## config.mk

```make
export PLATFORM = sky130hd
export DESIGN_NAME = pixel_req_gen
export DESIGN_NICKNAME = d
export VERILOG_FILES = /design/src/rtl/pixel_req_gen.sv
export SDC_FILE = /design/constraint.sdc
export NUM_CORES = 1
export LEC_CHECK = 0
export ABC_AREA = 1
export ABC_CLOCK_PERIOD_IN_PS = 6200
export CAP_MARGIN = 20
export CELL_PAD_IN_SITES_DETAIL_PLACEMENT = 1
export CELL_PAD_IN_SITES_GLOBAL_PLACEMENT = 2
export CORE_ASPECT_RATIO = 0.75
export CORE_MARGIN = 2
export CORE_UTILIZATION = 39
export CTS_BUF_LIST = sky130_fd_sc_hd__clkbuf_4 sky130_fd_sc_hd__clkbuf_8
export CTS_CLUSTER_DIAMETER = 50
export CTS_CLUSTER_SIZE = 40
export DETAILED_ROUTE_END_ITERATION = 10
export DONT_BUFFER_PORTS = 1
export GPL_ROUTABILITY_DRIVEN = 0
export HOLD_SLACK_MARGIN = 0.02
export PLACE_DENSITY = 0.92
export SLEW_MARGIN = 10
export SYNTH_ARGS = -nofsm -noshare
export SYNTH_HDL_FRONTEND = slang
export SYNTH_SLANG_ARGS = --single-unit
```

## constraint.sdc

```tcl
create_clock -name clk_i -period 6.2 [get_ports clk_i]
set_input_delay 0.62 -clock clk_i [delete_from_list [all_inputs] [get_ports clk_i]]
set_output_delay 0.62 -clock clk_i [all_outputs]
set_load 0.01 [all_outputs]
```

## src/rtl/pixel_req_gen.sv

```systemverilog
// Per-pixel request generator: each pixel latches an event into a pending request,
// releases it on grant, then sits out a refractory period before accepting again.
module pixel_req_gen #(
  parameter int ROWS       = 4,
  parameter int COLS       = 4,
  parameter int REF_CYCLES = 8,
  parameter int DROP_W     = 8
) (
  input  logic                       clk_i,
  input  logic                       reset_i,
  input  logic                       enable_i,
  input  logic [ROWS-1:0][COLS-1:0]  event_i,
  input  logic [ROWS-1:0][COLS-1:0]  gnt_i,
  output logic [ROWS-1:0][COLS-1:0]  req_o,
  output logic                       active_o,
  output logic [DROP_W-1:0]          drop_cnt_o,
  output logic                       gnt_err_o
);

  localparam int NPIX  = ROWS * COLS;
  localparam int POP_W = $clog2(NPIX + 1);
  localparam int SUM_W = ((DROP_W > POP_W) ? DROP_W : POP_W) + 1;
  localparam logic [7:0]       REF_LD   = 8'(REF_CYCLES);
  localparam logic [SUM_W-1:0] DROP_MAX = SUM_W'({DROP_W{1'b1}});

  // Handshake: req stays high from the cycle after an accepted event until the
  // first cycle in which gnt is sampled high; a grant never waits on anything else.
  typedef enum logic [1:0] {
    IDLE    = 2'd0,
    PENDING = 2'd1,
    REFRACT = 2'd2
  } pix_state_e;

  logic [NPIX-1:0] drop_vec;
  logic [NPIX-1:0] err_vec;

  for (genvar r = 0; r < ROWS; r++) begin : g_row
    for (genvar c = 0; c < COLS; c++) begin : g_col
      pix_state_e state_q, state_d;
      logic [7:0] cnt_q, cnt_d;
      logic       req_q;

      always_ff @(posedge clk_i or posedge reset_i) begin
        if (reset_i) begin
          state_q <= IDLE;
          cnt_q   <= 8'd0;
          req_q   <= 1'b0;
        end else begin
          state_q <= state_d;
          cnt_q   <= cnt_d;
          req_q   <= (state_d == PENDING);
        end
      end

      always_comb begin
        state_d = state_q;
        cnt_d   = cnt_q;
        if (!enable_i) begin
          state_d = IDLE;
          cnt_d   = 8'd0;
        end else begin
          case (state_q)
            IDLE: if (event_i[r][c]) state_d = PENDING;
            PENDING: begin
              if (gnt_i[r][c]) begin
                if (REF_CYCLES > 0) begin
                  state_d = REFRACT;
                  cnt_d   = REF_LD;
                end else begin
                  state_d = IDLE;
                end
              end
            end
            REFRACT: begin
              if (cnt_q <= 8'd1) begin
                state_d = IDLE;
                cnt_d   = 8'd0;
              end else begin
                cnt_d = cnt_q - 8'd1;
              end
            end
            default: begin
              state_d = IDLE;
              cnt_d   = 8'd0;
            end
          endcase
        end
      end

      // Any enabled event outside IDLE is lost, including one coinciding with a grant.
      assign drop_vec[r*COLS+c] = enable_i & event_i[r][c] & (state_q != IDLE);
      assign err_vec[r*COLS+c]  = gnt_i[r][c] & (state_q != PENDING);
      assign req_o[r][c]        = req_q;
    end
  end

  logic [POP_W-1:0] drop_pop;
  logic [SUM_W-1:0] drop_sum;
  logic [DROP_W-1:0] drop_cnt_q;
  logic active_q, err_q;

  always_comb begin
    drop_pop = '0;
    for (int i = 0; i < NPIX; i++) drop_pop = drop_pop + POP_W'(drop_vec[i]);
  end

  assign drop_sum = SUM_W'(drop_cnt_q) + SUM_W'(drop_pop);

  always_ff @(posedge clk_i or posedge reset_i) begin
    if (reset_i) begin
      drop_cnt_q <= '0;
      active_q   <= 1'b0;
      err_q      <= 1'b0;
    end else begin
      drop_cnt_q <= (drop_sum > DROP_MAX) ? {DROP_W{1'b1}} : DROP_W'(drop_sum);
      active_q   <= |req_o;
      err_q      <= err_q | (|err_vec);
    end
  end

  assign drop_cnt_o = drop_cnt_q;
  assign active_o   = active_q;
  assign gnt_err_o  = err_q;

endmodule
```

==> results by group, run 1 <==
Synthesis
  • Adder-cell share of the synthesized area: approximately 13%
  • Syn Nets: about 1800
  • Sequential-to-total area share from yosys stat: about two fifths
  • XOR/XNOR Fraction of Synth Area: under 10%
  • Yosys warning total: 0
  • Compound-Gate Fraction of Synth Area: roughly 8.2%
  • Post-synthesis cell type count: 34
  • Fraction of the mapped netlist area in simple logic gates: roughly 26%
  • Mapped cell area: around 0.012 mm2
  • Synthesized flop and latch total: ~190
  • Syn_area_per_cell: 7.44 um2
  • Synthesized instance count: between 1500 and 2000
  • Main combinational cell family by area after synthesis: simple AND/OR/NAND/NOR gates
  • Mux contribution to synthesized area: 0%
  • Synth top area cells: dfrtp_1 38%, nand2_1 13%, ha_1 11%, inv_1 8.9%, nor2_1 5.9%
  • Post-synth top area share: a little under two fifths
  • Synth area leader: dfrtp_1

CTS
  • Htree depth: 4
  • Clock Pin Slew Worst Setup and Hold Paths: between 0.1 and 0.15 ns
  • CTS resizes: 0
  • Clk Latency, worst-skew pair: approximately 0.51 ns
  • CTS tree: done
  • CTS Root Cell: clkbuf_8
  • TritonCTS Buffers: 17
  • Setup Buffers After CTS: 0
  • Hold_buf cts: 0
  • Clock Tree Buf Depth: 2
  • Clock Sinks: approximately 190

Setup path
  • Crit path arrival time: between 5 and 6 ns
  • Crit start category: register
  • Register-to-register setup slack: approximately 1.2 ns
  • Worst Setup EP: drop_cnt_o[5]
  • Crit path max fanout: 8
  • Critical path origin: g_row[0].g_col[2].state_q[0]
  • Crit end category: register
  • Reg-to-Reg End: drop_cnt_o[5]
  • Worst r2r path cells: 17
  • Reg2reg start: g_row[0].g_col[2].state_q[0]
  • CP Class: register to register
  • CP required: approximately 6.7 ns

Drt
  • Final wirelength: around 32 mm
  • Routed vias: about 10000
  • Vias per inst: about 5
  • Post-detailed-route count of antenna-violating nets: 0
  • Number of DRC markers in iteration 0: between 400 and 500
  • DRC viols: 0
  • Routed wire per std cell: roughly 15 um
  • Drt pass-1 iters: 4

STA
  • RSZ-0062 raised after global routing: false
  • Fin crit period: roughly 5.0 ns
  • Final setup fails: 0
  • Setup Skew: between 0.015 and 0.02 ns
  • Slew margin rel.: 40.8%
  • Slew Limit Fails: 0
  • Final period utilization: around four fifths
  • Setup TNS: 0 ns
  • Worst-margin pin slew: ~0.89 ns
  • Final Hold Viols: 0
  • Achievable Freq: between 200 and 250 MHz
  • Hold_ws: between 0.1 and 0.15 ns

Placed design
  • Placed wire-length estimate: 24.8 mm
  • # port buffers: 0

Layout
  • Area growth from synthesis to layout: 6.01%
  • Diodes inserted: 0
  • # nets final: 1796
  • Layout cells sized above 1: 3.26%

Pwr
  • LEAKAGE: between 7 and 8 nW
  • Total power: ~2.9 mW
  • Power per cell area: 220 mW/mm2
  • Peak supply drop: between 0.0001 and 0.00015 V

Floorplan
  • Initial Utilization: about 39%
  • DIE AREA: about 0.033 mm2
  • Placement Rows: 56
  • Ports: just over 60
  • Die Width: 209 um
  • Chip height: ~160 um
  • Core outline area: between 0.03 and 0.04 mm2

Global route
  • Total congestion overflow: 0
  • GRT Util Overall: ~20%
  • Initial antenna violation count: 0
  • Number of global-route vias before repair: roughly 10000
  • First-pass GRT wire length: between 50 and 60 mm
  • Largest net degree at the start of global routing: ~120

Job
  • Max-cap violations: 0

Outcome
  • Status: completed

Min path
  • Hold crit path type: primary input to asynchronous set/reset pin
## cells in the mapped netlist (all sizes together)
master,n
a21boi,1
a21oi,42
a22oi,1
and2,2
buf,22
dfrtp,186
fa,12
ha,104
inv,295
nand2,438
nand3,74
nand3b,2
nand4,32
nor2,196
nor3,20
nor3b,1
nor4,4
o2111ai,1
o211ai,1
o21a,3
o21ai,109
o21bai,9
o22ai,20
or2,1
xnor2,20
xor2,49
## sequential cells by signal, indices dropped and copies added (netlist names)
signal / count
g_row.g_col.cnt_q: 128
g_row.g_col.state_q: 32
g_row.g_col.req_q: 16
drop_cnt_o: 8
active_o: 1
gnt_err_o: 1
## layout make-up
type,count,area [um2]
clock buffer,17,234
timing repair buffer,3,22.5
inverter,295,1110
fill,3929,18100
multi-input combinational,1142,6320
tap,406,508
clock inverter,15,125
sequential,186,4650
## per-layer routing
metal	share of wire, %	wire length (um)	GRT usage (%)
met1	50	16000	27.7
met2	44	14100	32.8
met3	3.7	1190	4.61
met4	1.5	470	5.44
met5	0	0	0
## cells in the final DEF, fill, tap and decap left out, types with 2 or more instances in the layout
cell / count
nor2_2: 5
inv_1: 290
o21ai_1: 23
nor2_1: 191
inv_6: 9
clkbuf_8: 17
o21ai_0: 86
o21bai_1: 9
buf_4: 3
fa_1: 12
xnor2_1: 20
clkinvlp_4: 4
dfrtp_1: 186
inv_2: 4
nand3_1: 70
a21oi_1: 41
nor3_2: 3
xor2_1: 49
inv_8: 2
nand4_1: 32
ha_1: 104
o22ai_1: 20
o21a_1: 3
nand2_1: 438
nor4_1: 4
nand3b_1: 2
and2_1: 2
nand3_2: 4
nor3_1: 17
## stage by stage
stage               instance area (um2)  utilization (%)  setup slack (ns)  cells
detailed placement                12600             40.6              1.10   2032
global route                      13000             41.7             0.848   2064
global placement                  12600             40.6              1.19   2032
floorplan                         12200                -             0.523   1645
CTS                               13000             41.7              1.24   2064
finish                            13000             41.7              1.21   2064
## worst max-delay path, stage by stage, from the launching register on
cell	delay [ns]
dfrtp_1	0.39
inv_1	0.08
ha_1	0.25
nor3_1	0.38
fa_1	0.49
inv_1	0.09
fa_1	0.41
fa_1	0.55
inv_1	0.05
fa_1	0.56
fa_1	0.20
inv_1	0.06
fa_1	0.41
o21ai_0	0.33
nand2_1	0.12
nand2_1	0.10
nand3_1	0.27
nand2_1	0.15
## how the worst min path moves through the flow
stage / from / endpoint / slack (ns) / depth (start not counted)
6_report: reset_i / g_row[3].g_col[0].cnt_q[7] / 0.13 / 1
5_1_grt: reset_i / g_row[2].g_col[2].cnt_q[5] / 0.19 / 1
4_1_cts: reset_i / g_row[3].g_col[0].cnt_q[7] / 0.14 / 1
3_5_place_dp: g_row[2].g_col[3].cnt_q[1] / g_row[2].g_col[3].cnt_q[1] / 0.50 / 2
3_3_place_gp: g_row[2].g_col[3].cnt_q[1] / g_row[2].g_col[3].cnt_q[1] / 0.49 / 2
2_1_floorplan: g_row[1].g_col[2].req_q / active_o / 0.45 / 2
## power breakdown
group	switching (mW)	leakage (nW)	internal, mW
registers	0.111	2.54	1.28
logic	0.427	4.72	0.221
clock network	0.527	0.174	0.290
## cell families (layout without fill, tap and decap cells)
kind of cell | after synthesis | in the layout
AND/OR/NAND/NOR | 770 | 770
adder cells (fa/ha/maj) | 116 | 116
XOR/XNOR | 69 | 69
buffers and inverters | 317 | 330
AO/OA/AOI/OAI | 187 | 187
flip-flops | 186 | 186
Power figures use the tool's default switching activity.
==> run 2: changes to the inputs <==
ABC_CLOCK_PERIOD_IN_PS = 4500   (was 6200)
CORE_UTILIZATION = 35   (was 39)
PLACE_DENSITY = 0.88   (was 0.92)
clock period = 4.5 ns   (was 6.2 ns; I/O delays follow)
==> run 2 against run 1 <==
Hold slack gained 0.0070 ns. Routed wire length is 6.7% higher. Fmax up 13%. Critical path depth increased by 2. Setup slack got worse by 1.1 ns. Largest cell class unchanged. Utilization down 2.0 points.
==> results by group, run 2 (synthesized netlist as in run 1, its figures left out) <==
Layout
  • Number of flip-flops in the largest register: ~130
  • Top reg by flops: g_row.g_col.cnt_q
  • Layout cells sized above 1: between 9 and 10%
  • Largest regs: g_row.g_col.cnt_q x128, g_row.g_col.state_q x32, g_row.g_col.req_q x16
  • Diodes inserted: 0
  • # nets final: roughly 1900
  • Area growth from synthesis to layout: 12.2%
  • Commonest non-fill, non-tap cell in the layout: nand2_1
  • Commonest cells after routing, fill and taps aside: 431 x nand2_1, 277 x inv_1, 188 x nor2_1

Setup path
  • CP peak stage delay: just under 0.6 ns
  • Slowest CP cell: fa_1
  • CP Class: register to register
  • Critical path buffers and inverters: 6
  • Worst r2r path cells: 19
  • Worst path depth: 19
  • Reg-to-Reg End: drop_cnt_o[2]
  • Reg2reg start: g_row[0].g_col[0].state_q[0]
  • Crit path top cell by count: fa_1
  • CP cell instances: inv_1 -> ha_2 -> nor3_2 -> buf_4 -> fa_1 -> inv_1 -> fa_1 -> fa_1 -> inv_2 -> fa_1 -> fa_2 -> inv_2 -> fa_2 -> o21ai_2 -> nand2_2 -> nand2_2 -> nand3_2 -> buf_6 -> nand2_1
  • Crit path arrival time: between 4 and 5 ns
  • Critical path origin: g_row[0].g_col[0].state_q[0]
  • Crit path max-delay family: adder cells
  • Worst Setup EP: drop_cnt_o[2]
  • Register-to-register setup slack: ~0.076 ns
  • Crit path max fanout: 5
  • CP required: a little under 5 ns
  • Crit end category: register
  • Crit start category: register

CTS
  • Clk Latency, worst-skew pair: 0.51 ns
  • CTS Root Cell: clkbuf_8
  • Clock Sinks: 186
  • Clock Pin Slew Worst Setup and Hold Paths: roughly 0.11 ns
  • Htree depth: 4
  • TritonCTS Buffers: 17
  • Clock Tree Buf Depth: 2
  • CTS tree: done

Global route
  • Grt met3 use: a little under 5%
  • Top Usage Layer GRT: met2
  • Met2 Resource Use GR: about a third
  • GRT Util Overall: about a fifth
  • Initial antenna violation count: 0
  • First-pass GRT wire length: approximately 57 mm
  • Largest net degree at the start of global routing: 77
  • Total congestion overflow: 0
  • Number of global-route vias before repair: between 10000 and 15000
  • Global routing usage on met1: about a quarter

STA
  • Slew margin rel.: between 50 and 60%
  • Final setup fails: 0
  • Worst-margin pin slew: between 0.7 and 0.8 ns
  • RSZ-0062 raised after global routing: true
  • Final period utilization: slightly below 100%
  • Slew Limit Fails: 0
  • Hold_ws: ~0.14 ns
  • Fin crit period: between 4 and 5 ns
  • Achievable Freq: roughly 230 MHz
  • Final Hold Viols: 0
  • Setup Skew: 0.0158 ns

Pwr
  • Peak supply drop: between 0.00015 and 0.0002 V
  • Total power: ~4.2 mW
  • Sw Ratio: between 30% and 40%
  • LEAKAGE: 7.77 nW
  • Cell internal pwr: 2.75 mW
  • Clock Power Share: 29.8%
  • Power per cell area: ~310 mW/mm2
  • Seq pwr share: between 40% and 50%
  • Sw Pwr: roughly 1.5 mW
  • Comb pwr share: approximately 25%

Placed design
  • Placed wire-length estimate: ~26 mm
  • # port buffers: 0

Drt
  • Vias per inst: approximately 4.8
  • Routed wire per std cell: about 16 um
  • Drt pass-1 iters: 5
  • Number of DRC markers in iteration 0: roughly 470
  • DRC viols: 0
  • Routed vias: roughly 10000
  • Post-detailed-route count of antenna-violating nets: 0
  • Final wirelength: around 34 mm

Floorplan
  • Core outline area: 0.0345 mm2
  • Ports: 61
  • Initial Utilization: 35.4%
  • Die Width: 220 um
  • DIE AREA: approximately 0.036 mm2
  • Placement Rows: between 50 and 60
  • Chip height: roughly 170 um

Min path
  • Hold crit path type: primary input to register
  • Hold Crit Depth: 2

Outcome
  • Status: completed

Job
  • Max-cap violations: 0
-- run 2: cell types whose count changed in the layout (fill, tap and decap cells not counted), moves of 3 or more --
cell       delta
inv_6         -6
nand2_2       +7
buf_4        +60
bufinv_16     +3
ha_4          +3
nand2_1       -7
nor2_1        -3
ha_1          -5
nor3_1        -4
inv_1        -13
nand3_1       -3
nor3_2        +4
inv_2        +12
-- run 2: power groups by stage --
| stage | combinational [mW] | sequential, mW | clock (mW) |
|---|---|---|---|
| CTS | 1.03 | 1.91 | 1.31 |
| detailed placement | 1.01 | 1.95 | 0 |
| finish | 1.06 | 1.91 | 1.26 |
| global placement | 0.947 | 1.94 | 0 |
| floorplan | 0.719 | 1.88 | 0 |
| global route | 1.22 | 1.93 | 1.38 |
-- run 2: metrics by stage --
stage / utilization (%) / instance area [um2] / TNS [ns] / setup slack (ns) / std cells
finish: 39.7 / 13700 / 0 / 0.0764 / 2179
global route: 39.7 / 13700 / -0.640 / -0.0902 / 2179
CTS: 39.3 / 13600 / 0 / 0.00769 / 2172
detailed placement: 37.9 / 13100 / -1.84 / -0.244 / 2138
global placement: 37.9 / 13100 / -1.06 / -0.138 / 2138
floorplan: - / 12200 / 0 / 0.0270 / 1645
-- run 2: how the worst min path moves through the flow --
stage / to / slack [ns] / startpoint
after CTS: g_row[1].g_col[2].cnt_q[1] / 0.09 / enable_i
after detailed placement: g_row[1].g_col[3].cnt_q[5] / 0.29 / reset_i
after floorplan: active_o / 0.45 / g_row[1].g_col[2].req_q
after global routing: g_row[1].g_col[1].cnt_q[1] / 0.11 / enable_i
after global placement: g_row[1].g_col[3].cnt_q[5] / 0.29 / reset_i
final: g_row[1].g_col[2].cnt_q[1] / 0.14 / enable_i
-- run 2: routing by layer --
layer / vias to the layer above / share of wire, %
met5: - / 0
met4: 0 / 1.6
met3: 27 / 4.3
met2: 107 / 46
met1: 5088 / 48
li1: 5217 / -
-- run 2: repair_timing --
action / CTS / global route
endpoints found under the setup margin: 8 / 8
pin swaps: 3 / 16
hold endpoints to repair: 7 / 0
resized for setup: 9 / 39
buffers inserted: 1 / 7
hold buffers: 1 / 0
cloned: 0 / 0
-- run 2: cell type report --
type                    instances  area, um2
fillers                      4326      20800
multi-input cells            1142       6440
flip-flops and latches        186       4650
inverters                     295       1110
well taps                     457        572
repair buffers                 67        526
clock buffers                  19        255
clock inverters                13        166
==> run 3: changes to the inputs <==
PLACE_DENSITY = 0.79   (was 0.88)
==> run 3 against run 2 <==
Total power increased by 0.42%. Global-route usage decreased by 0.24 points. First-iteration DRC count decreased by 20%. Via count decreased by 2.2%. Register-to-register slack improved by 0.05 ns.
==> results by group, run 3 (synthesized netlist as in run 1, its figures left out) <==
Layout
  • Area growth from synthesis to layout: 12.0%
  • # nets final: 1853
  • Number of flip-flops in the largest register: 128
  • Top reg by flops: g_row.g_col.cnt_q
  • Area of the multi-input gates: around 0.0064 mm2
  • # fillers: 4319
  • Final instance area: about 0.014 mm2
  • Layout cells sized above 1: under 10%
  • Largest regs: g_row.g_col.cnt_q x128, g_row.g_col.state_q x32, g_row.g_col.req_q x16
  • Commonest cells after routing, fill and taps aside: 430 x nand2_1, 278 x inv_1, 189 x nor2_1
  • Commonest non-fill, non-tap cell in the layout: nand2_1
  • Layout Cells excl Fill: 2171
  • Diodes inserted: 0
  • FF+latch area: about 0.0047 mm2

STA
  • Final setup fails: 0
  • Slew margin rel.: between 50 and 60%
  • Fin crit period: 4.37 ns
  • Final period utilization: approximately 97%
  • RSZ-0062 raised after global routing: true
  • Setup Skew: between 0.015 and 0.02 ns
  • Setup WS post-layout: roughly 0.13 ns
  • Hold_ws: about 0.15 ns
  • Final Hold Viols: 0
  • Achievable Freq: around 230 MHz
  • Slew Limit Fails: 0
  • Worst-margin pin slew: 0.599 ns

Global route
  • Total congestion overflow: 0
  • Largest net degree at the start of global routing: roughly 90
  • First-pass GRT wire length: roughly 56 mm
  • Initial antenna violation count: 0
  • GRT Util Overall: a little under a fifth
  • Number of global-route vias before repair: 10700

Pwr
  • Sw Pwr: 1.45 mW
  • Sw Ratio: approximately 34%
  • LEAKAGE: between 7 and 8 nW
  • Cell internal pwr: between 2 and 3 mW
  • Total power: between 4 and 5 mW
  • Power per cell area: 310 mW/mm2
  • Comb pwr share: around a quarter
  • Seq pwr share: ~45%
  • Clock Power Share: 30.4%
  • Peak supply drop: 0.000151 V

Floorplan
  • Core outline area: between 0.03 and 0.04 mm2
  • Placement Rows: 59
  • Chip height: around 170 um
  • Initial Utilization: between 30 and 40%
  • Die Width: around 220 um
  • Ports: 61
  • DIE AREA: around 0.036 mm2

Placed design
  • Worst slack at placement: -0.212 ns
  • Placed wire-length estimate: 25.8 mm
  • Placed inst area: about 0.013 mm2
  • Post-Place Cells: 2127
  • # port buffers: 0

Drt
  • Routed vias: ~10000
  • Final wirelength: 33.4 mm
  • Routed wire per std cell: about 15 um
  • Drt pass-1 iters: 5
  • Vias per inst: between 4 and 5
  • DRC viols: 0
  • Post-detailed-route count of antenna-violating nets: 0
  • Number of DRC markers in iteration 0: between 300 and 400

Setup path
  • CP required: between 4 and 5 ns
  • Crit path max fanout: 4
  • CP Class: register to register
  • Register-to-register setup slack: 0.13 ns
  • Crit end category: register
  • Crit path arrival time: roughly 4.8 ns
  • Crit start category: register

Outcome
  • Status: completed

CTS
  • TritonCTS Buffers: 17
  • CTS tree: done
  • Clock Sinks: roughly 190
  • CTS Root Cell: clkbuf_8
  • Clock Tree Buf Depth: 2
  • Clock Pin Slew Worst Setup and Hold Paths: 0.10 ns
  • Htree depth: 4
  • Clk Latency, worst-skew pair: ~0.52 ns

Job
  • Max-cap violations: 0

Min path
  • Hold crit path type: primary input to register
## run 3: cell count changes in the layout (fill, tap and decap cells not counted), sizes merged
cell / previous run / this run
buf: 66 / 59
bufinv: 3 / 4
clkbuf: 19 / 20
clkinv: 4 / 5
clkinvlp: 4 / 3
inv: 297 / 294
## run 3: metal layers
layer  GRT usage [%]  up-vias  wire length [um]
li1                -     5189                 -
met1            27.0     4934             16700
met2            29.7       66             15000
met3            5.00       24              1230
met4            3.85        0               426
met5               0        -                 0
## run 3: final timing paths
| path | from | endpoint | cells after the start |
|---|---|---|---|
| max | g_row[3].g_col[2].state_q[0] | drop_cnt_o[6] | 20 |
| min | gnt_i[11] | g_row[2].g_col[3].state_q[1] | 4 |
| max reg2reg | g_row[3].g_col[2].state_q[0] | drop_cnt_o[6] | 20 |
| min reg2reg | g_row[2].g_col[3].cnt_q[1] | g_row[2].g_col[3].cnt_q[1] | 2 |
| max in group asynchronous | reset_i | drop_cnt_o[6] | 4 |
| min in group asynchronous | reset_i | g_row[0].g_col[1].cnt_q[2] | 2 |
## run 3: worst max-delay path: stages, from the launching register on
cell and delay, ns:
dfrtp_1 0.38, inv_2 0.07, ha_4 0.17, nor2_4 0.09
nand2_2 0.06, fa_1 0.56, inv_2 0.05, fa_1 0.55
inv_2 0.04, fa_1 0.52, inv_1 0.05, fa_1 0.51
fa_2 0.24, inv_2 0.05, fa_2 0.36, o21ai_2 0.16
nand2_2 0.08, nand2_2 0.07, nand3_2 0.09, buf_6 0.15
nand2_1 0.06
## run 3: area by class of cell
cell class / count / area share, %
multi-input combinational: 1142 / 46.9
sequential: 186 / 34.0
inverter: 295 / 8.13
tap: 457 / 4.17
timing repair buffer: 60 / 3.63
clock buffer: 20 / 1.92
clock inverter: 11 / 1.25
## run 3: what timing repair did
item                                    CTS  global route
endpoints found under the hold margin    11             0
hold buffers                              1             0
gates resized for setup                  11            33
pin swaps                                 1            14
endpoints found under the setup margin    8             8
setup buffers                             0            11
## run 3: through the flow
step / util [%] / TNS, ns
floorplan: - / 0
global placement: 37.7 / -0.602
detailed placement: 37.7 / -1.62
CTS: 39.1 / 0
global route: 39.7 / -0.655
finish: 39.7 / 0
## run 3: power by group through the flow
stage | sequential [mW] | combinational [mW] | clock [mW]
2_1_floorplan | 1.88 | 0.719 | 0
3_3_place_gp | 1.94 | 0.950 | 0
3_5_place_dp | 1.95 | 0.986 | 0
4_1_cts | 1.91 | 1.01 | 1.34
5_1_grt | 1.93 | 1.20 | 1.41
6_report | 1.91 | 1.05 | 1.29
